$ cat config.mk
export PLATFORM = sky130hd
export DESIGN_NAME = packed_pixel_unpacker
export DESIGN_NICKNAME = d
export VERILOG_FILES = /design/src/rtl/packed_pixel_unpacker.sv
export SDC_FILE = /design/constraint.sdc
export NUM_CORES = 1
export LEC_CHECK = 0
export ABC_CLOCK_PERIOD_IN_PS = 3480
export CAP_MARGIN = 0
export CORE_MARGIN = 4
export CORE_UTILIZATION = 55
export DETAILED_ROUTE_END_ITERATION = 16
export HOLD_SLACK_MARGIN = 0.03
export PLACE_DENSITY_LB_ADDON = 0.2
export SLEW_MARGIN = 20
export SYNTH_ARGS = -nofsm -noshare
export SYNTH_HDL_FRONTEND = slang
export SYNTH_SLANG_ARGS = --single-unit
$ cat constraint.sdc
create_clock -name iCLK -period 3.48 [get_ports iCLK]
set_input_delay 1.044 -clock iCLK [delete_from_list [all_inputs] [get_ports iCLK]]
set_output_delay 1.044 -clock iCLK [all_outputs]
set_load 0.01 [all_outputs]
$ cat src/rtl/packed_pixel_unpacker.sv
// packed_pixel_unpacker
// Expands 16-pixel packed SDRAM words, LSB first, into one VGA pixel per
// request. A one-word prefetch register keeps requests running at full rate.
// Pixels that arrive while no bits are buffered come out as black, and they
// raise a sticky underrun flag.
module packed_pixel_unpacker #(
    parameter int H_ACTIVE  = 640,
    parameter int V_ACTIVE  = 480,
    parameter int WORD_BITS = 16
) (
    input  logic                 iCLK,
    input  logic                 iRST_N,
    input  logic                 iPIX_REQ,
    input  logic                 iFRAME_START,
    input  logic                 iRD_EMPTY,
    output logic                 oRD,
    input  logic [WORD_BITS-1:0] iRD_DATA,
    output logic                 oPIX_VALID,
    output logic [9:0]           oPIX_DATA,
    output logic [9:0]           oX,
    output logic [8:0]           oY,
    output logic                 oFRAME_DONE,
    output logic                 oUNDERRUN
);

    localparam int CW = $clog2(WORD_BITS + 1);

    logic [WORD_BITS-1:0] r_cur;
    logic [CW-1:0]        r_cnt;
    logic [WORD_BITS-1:0] r_nxt;
    logic                 r_nxt_vld;
    logic                 r_pend;
    logic [9:0]           r_x;
    logic [8:0]           r_y;
    logic                 r_pix_valid;
    logic [9:0]           r_pix_data;
    logic [9:0]           r_ox;
    logic [8:0]           r_oy;
    logic                 r_frame_done;
    logic                 r_underrun;

    logic w_req;
    logic w_have;
    logic w_consume;
    logic w_exhaust;
    logic w_load;
    logic w_capture;
    logic w_rd;
    logic w_x_last;
    logic w_y_last;

    // A resync pulse swallows any request in the same cycle.
    assign w_req     = iPIX_REQ && !iFRAME_START;
    assign w_have    = (r_cnt != '0);
    assign w_consume = w_req && w_have;
    // cur is empty at the end of this cycle, either already or after this pixel.
    assign w_exhaust = !w_have || ((r_cnt == CW'(1)) && w_consume);
    assign w_load    = w_exhaust && r_nxt_vld && !iFRAME_START;
    // Data for a read issued before a resync belongs to the old frame.
    assign w_capture = r_pend && !iFRAME_START;
    // Only one read may be in flight, and only when nxt has room by cycle end.
    // The read is also gated while reset is held.
    assign w_rd      = iRST_N && !r_pend && !iRD_EMPTY && !iFRAME_START
                       && (!r_nxt_vld || w_load);
    assign w_x_last  = (r_x == 10'(H_ACTIVE - 1));
    assign w_y_last  = (r_y == 9'(V_ACTIVE - 1));

    // Shift register, prefetch word and read-outstanding tracking.
    always_ff @(posedge iCLK or negedge iRST_N) begin
        if (!iRST_N) begin
            r_cur     <= '0;
            r_cnt     <= '0;
            r_nxt     <= '0;
            r_nxt_vld <= 1'b0;
            r_pend    <= 1'b0;
        end else if (iFRAME_START) begin
            r_cur     <= '0;
            r_cnt     <= '0;
            r_nxt_vld <= 1'b0;
            r_pend    <= 1'b0;
        end else begin
            if (w_load) begin
                r_cur <= r_nxt;
                r_cnt <= CW'(WORD_BITS);
            end else if (w_consume) begin
                r_cur <= r_cur >> 1;
                r_cnt <= r_cnt - CW'(1);
            end
            if (w_capture) begin
                r_nxt     <= iRD_DATA;
                r_nxt_vld <= 1'b1;
            end else if (w_load) begin
                r_nxt_vld <= 1'b0;
            end
            if (w_rd) begin
                r_pend <= 1'b1;
            end else if (w_capture) begin
                r_pend <= 1'b0;
            end
        end
    end

    // Raster position of the next pixel to be emitted.
    always_ff @(posedge iCLK or negedge iRST_N) begin
        if (!iRST_N) begin
            r_x <= '0;
            r_y <= '0;
        end else if (iFRAME_START) begin
            r_x <= '0;
            r_y <= '0;
        end else if (w_req) begin
            if (w_x_last) begin
                r_x <= '0;
                r_y <= w_y_last ? 9'd0 : r_y + 9'd1;
            end else begin
                r_x <= r_x + 10'd1;
            end
        end
    end

    // Registered pixel outputs, one cycle after the request.
    always_ff @(posedge iCLK or negedge iRST_N) begin
        if (!iRST_N) begin
            r_pix_valid  <= 1'b0;
            r_pix_data   <= '0;
            r_ox         <= '0;
            r_oy         <= '0;
            r_frame_done <= 1'b0;
            r_underrun   <= 1'b0;
        end else begin
            r_pix_valid  <= w_req;
            r_frame_done <= w_req && w_x_last && w_y_last;
            if (w_req) begin
                r_pix_data <= (w_have && r_cur[0]) ? 10'h3FF : 10'h000;
                r_ox       <= r_x;
                r_oy       <= r_y;
                if (!w_have) begin
                    r_underrun <= 1'b1;
                end
            end
        end
    end

    assign oRD         = w_rd;
    assign oPIX_VALID  = r_pix_valid;
    assign oPIX_DATA   = r_pix_data;
    assign oX          = r_ox;
    assign oY          = r_oy;
    assign oFRAME_DONE = r_frame_done;
    assign oUNDERRUN   = r_underrun;

endmodule

==> impl_metrics.ini <==
[synth]
yosys_warnings = 0
synth_top_flop_cell = dfrtp_1
ys_seq_area_frac = 0.552
synth.avg_cell_area_um2 = 10.3
netlist_area_um2 = 3670
synth_seq_cells = 81
synth_nets = 381
synth_edf_count = 0
syn_inst = 355
async_reset_ff_frac = 1.00
synth.distinct_cells = 43

[final_layout]
antenna_cells = 0
final_common_cell = dfrtp_1
final_cells = 488
nets = 432
syn_to_final_growth_pct = 21.0
nFillCells = 492
mostFrequentLayoutCells = 81 x dfrtp_1, 78 x nand2_1, 51 x clkdlybuf4s50_1, 22 x o21ai_0
layout-drive-gt1-share = 0.129

[global_route]
grt_pass1_wl_um = 12400
grt_max_degree = 55
antenna_found_initial = 0
grt_pass1_vias = 2639
grt_overflow = 0
grt.total_usage = 0.186

[sta]
slew_headroom = 0.551
final_hold_viol_count = 0
drv_slew = 0
timing.fmax_mhz = 302
fin_crit_ns = 3.32
skew_ns = 0.0101
fin_tns_setup_ns = 0
min_period_over_period = 0.953
finalSetupViolations = 0
rsz0062_at_grt = false
tightest_slew_ns = 0.669

[cts]
clk_path_buf_depth = 2
cts_sinks = 81
cts_hold_buf = 0
h-tree-depth = 3
cts_root_buffer = clkbuf_8
cts_made_buffers = 9
clk_pin_slew_ns = 0.08
insertion_delay_ns = 0.34
cts_tree = built

[route]
wl_per_cell_um = 14.5
first_iter_violations = 151
drt_wl_total_um = 7070
firstDrtPassIters = 4
postRouteAntennaNets = 0
vias_per_cell = 5.62
drc_errors = 0
vias = 2744

[floorplan]
die_width_um = 89.7
die_y_um = 89.7
coreArea_um2 = 6420
rows = 29
num_io_pins = 54
initial_core_util = 0.572
dieArea_um2 = 8050

[critical_path]
end_kind = output port
crit_slowest_cell = clkdlybuf4s50_1
critical_path_class = input pin to output port
crit_fanout = 3
path_delay_family = buffers and inverters
cp_cell_sequence = clkdlybuf4s50_1 > and3b_1 > o21ai_2 > a21oi_2 > and3_1 > clkbuf_2
startpoint = iFRAME_START
cpPeakStageDelay_ns = 0.43
crit_buf_inv = 2
crit_cells = 6
required_ns = 2.44
r2r_cells = 6
crit_arrival_ns = 2.27
reg2reg_from = r_cnt[0]
start_kind = input pin

[power]
cellLeakagePower_nw = 1.98
ir_worst_vdd_uv = 386
powerDensity_nw_per_um2 = 537

[place]
dp_cells = 472
port_buffers = 53
place.gp.congestion = 0.800
place_hpwl_um = 4890

[run_status]
status = finished, final reports clean

[flow_run]
cap_viol_max_count = 0

[min_path]
hold_depth = 2
hold_class = register to register
min_from = oX[4]
## synthesized netlist by cell type (all sizes together) (3+ instances only)
| cell | instances | area share |
|---|---|---|
| nor3 | 10 | 0.015 |
| ha | 5 | 0.017 |
| a2bb2oi | 16 | 0.038 |
| nand4 | 5 | 0.0085 |
| or3 | 3 | 0.0065 |
| and3 | 5 | 0.0085 |
| inv | 5 | 0.0051 |
| nand2b | 6 | 0.010 |
| buf | 15 | 0.032 |
| a21oi | 12 | 0.016 |
| nand3 | 11 | 0.015 |
| mux2 | 16 | 0.049 |
| clkbuf | 10 | 0.010 |
| o21ai | 23 | 0.031 |
| nor2 | 14 | 0.014 |
| nand2 | 78 | 0.080 |
| or4b | 4 | 0.011 |
| xor2 | 6 | 0.014 |
| xnor2 | 5 | 0.012 |
| o21bai | 3 | 0.0061 |
| dfrtp | 81 | 0.55 |
## tightest hold or removal path: cells and delay by family, from the launching register on
kind	cells	cell delay, ns
flops	1	0.35
simple gates	2	0.10
## logic make-up (layout without fill, tap and decap cells)
logic type,after synthesis,in the layout,synth area share
AO/OA/AOI/OAI,61,61,0.108
adder cells (fa/ha/maj),5,5,0.0170
buffers and inverters,30,86,0.0473
flip-flops,81,81,0.552
multiplexers,17,17,0.0518
AND/OR/NAND/NOR,150,150,0.198
XOR/XNOR,11,11,0.0262
## final cells by class
cell class              count  area [µm²]  area share
clock inverters             2        35.0     0.00788
multi-input cells         244        1480       0.333
inverters                   5        18.8     0.00422
flip-flops and latches     81        2030       0.456
clock buffers              14         173      0.0388
well taps                  77        96.3      0.0217
repair buffers             65         617       0.139
## flip-flops by register name, summed over array words and instances (netlist names)
name and flops:
r_x 10, r_cur 16, oX 10, r_cnt 5, oFRAME_DONE 1, r_pend 1
r_y 9, r_nxt 16, oPIX_VALID 1, oY 9, oPIX_DATA 1, oUNDERRUN 1
r_nxt_vld 1
## per-stage QoR
| stage | area [µm²] | power, W | hold slack, ns | utilization | setup slack [ns] |
|---|---|---|---|---|---|
| after floorplan | 3670 | 0.00152 | 0.459 | - | 0.747 |
| after global placement | 4230 | 0.00167 | 0.460 | 0.659 | -0.310 |
| after detailed placement | 4230 | 0.00169 | 0.462 | 0.659 | -0.300 |
| after CTS | 4450 | 0.00241 | 0.481 | 0.692 | 0.0252 |
| after global routing | 4450 | 0.00252 | 0.506 | 0.692 | 0.0789 |
| final | 4450 | 0.00239 | 0.475 | 0.692 | 0.165 |
## path summary, 6_finish.rpt
path / to / slack (ns)
max: oRD / 0.16
min: oX[4] / 0.48
max reg2reg: r_cur[6] / 1.21
min reg2reg: oX[4] / 0.48
max in group asynchronous: r_cur[1] / 1.77
min in group asynchronous: r_y[5] / 0.73
## power by group
part           switching [W]  internal (W)  total (W)  leakage, nW
sequential         0.0000871       0.00106    0.00115         1.07
combinational       0.000245      0.000283   0.000528        0.810
clock               0.000321      0.000390   0.000712        0.107
total               0.000653       0.00173    0.00239         1.98
## repair_timing
item | 4_1_cts | 5_1_grt
pin swaps | 1 | 0
resized for setup | 4 | 3
setup endpoints to repair | 1 | 1
gates cloned | 0 | 0
buffers inserted | 0 | 0
## layer usage
metal	GRT usage	up-vias	share of wire
met5	0	-	0
met4	0.0817	0	0.020
met3	0.0359	14	0.046
met2	0.315	64	0.50
met1	0.233	1350	0.43
li1	-	1316	-
Power figures use the tool's default switching activity.
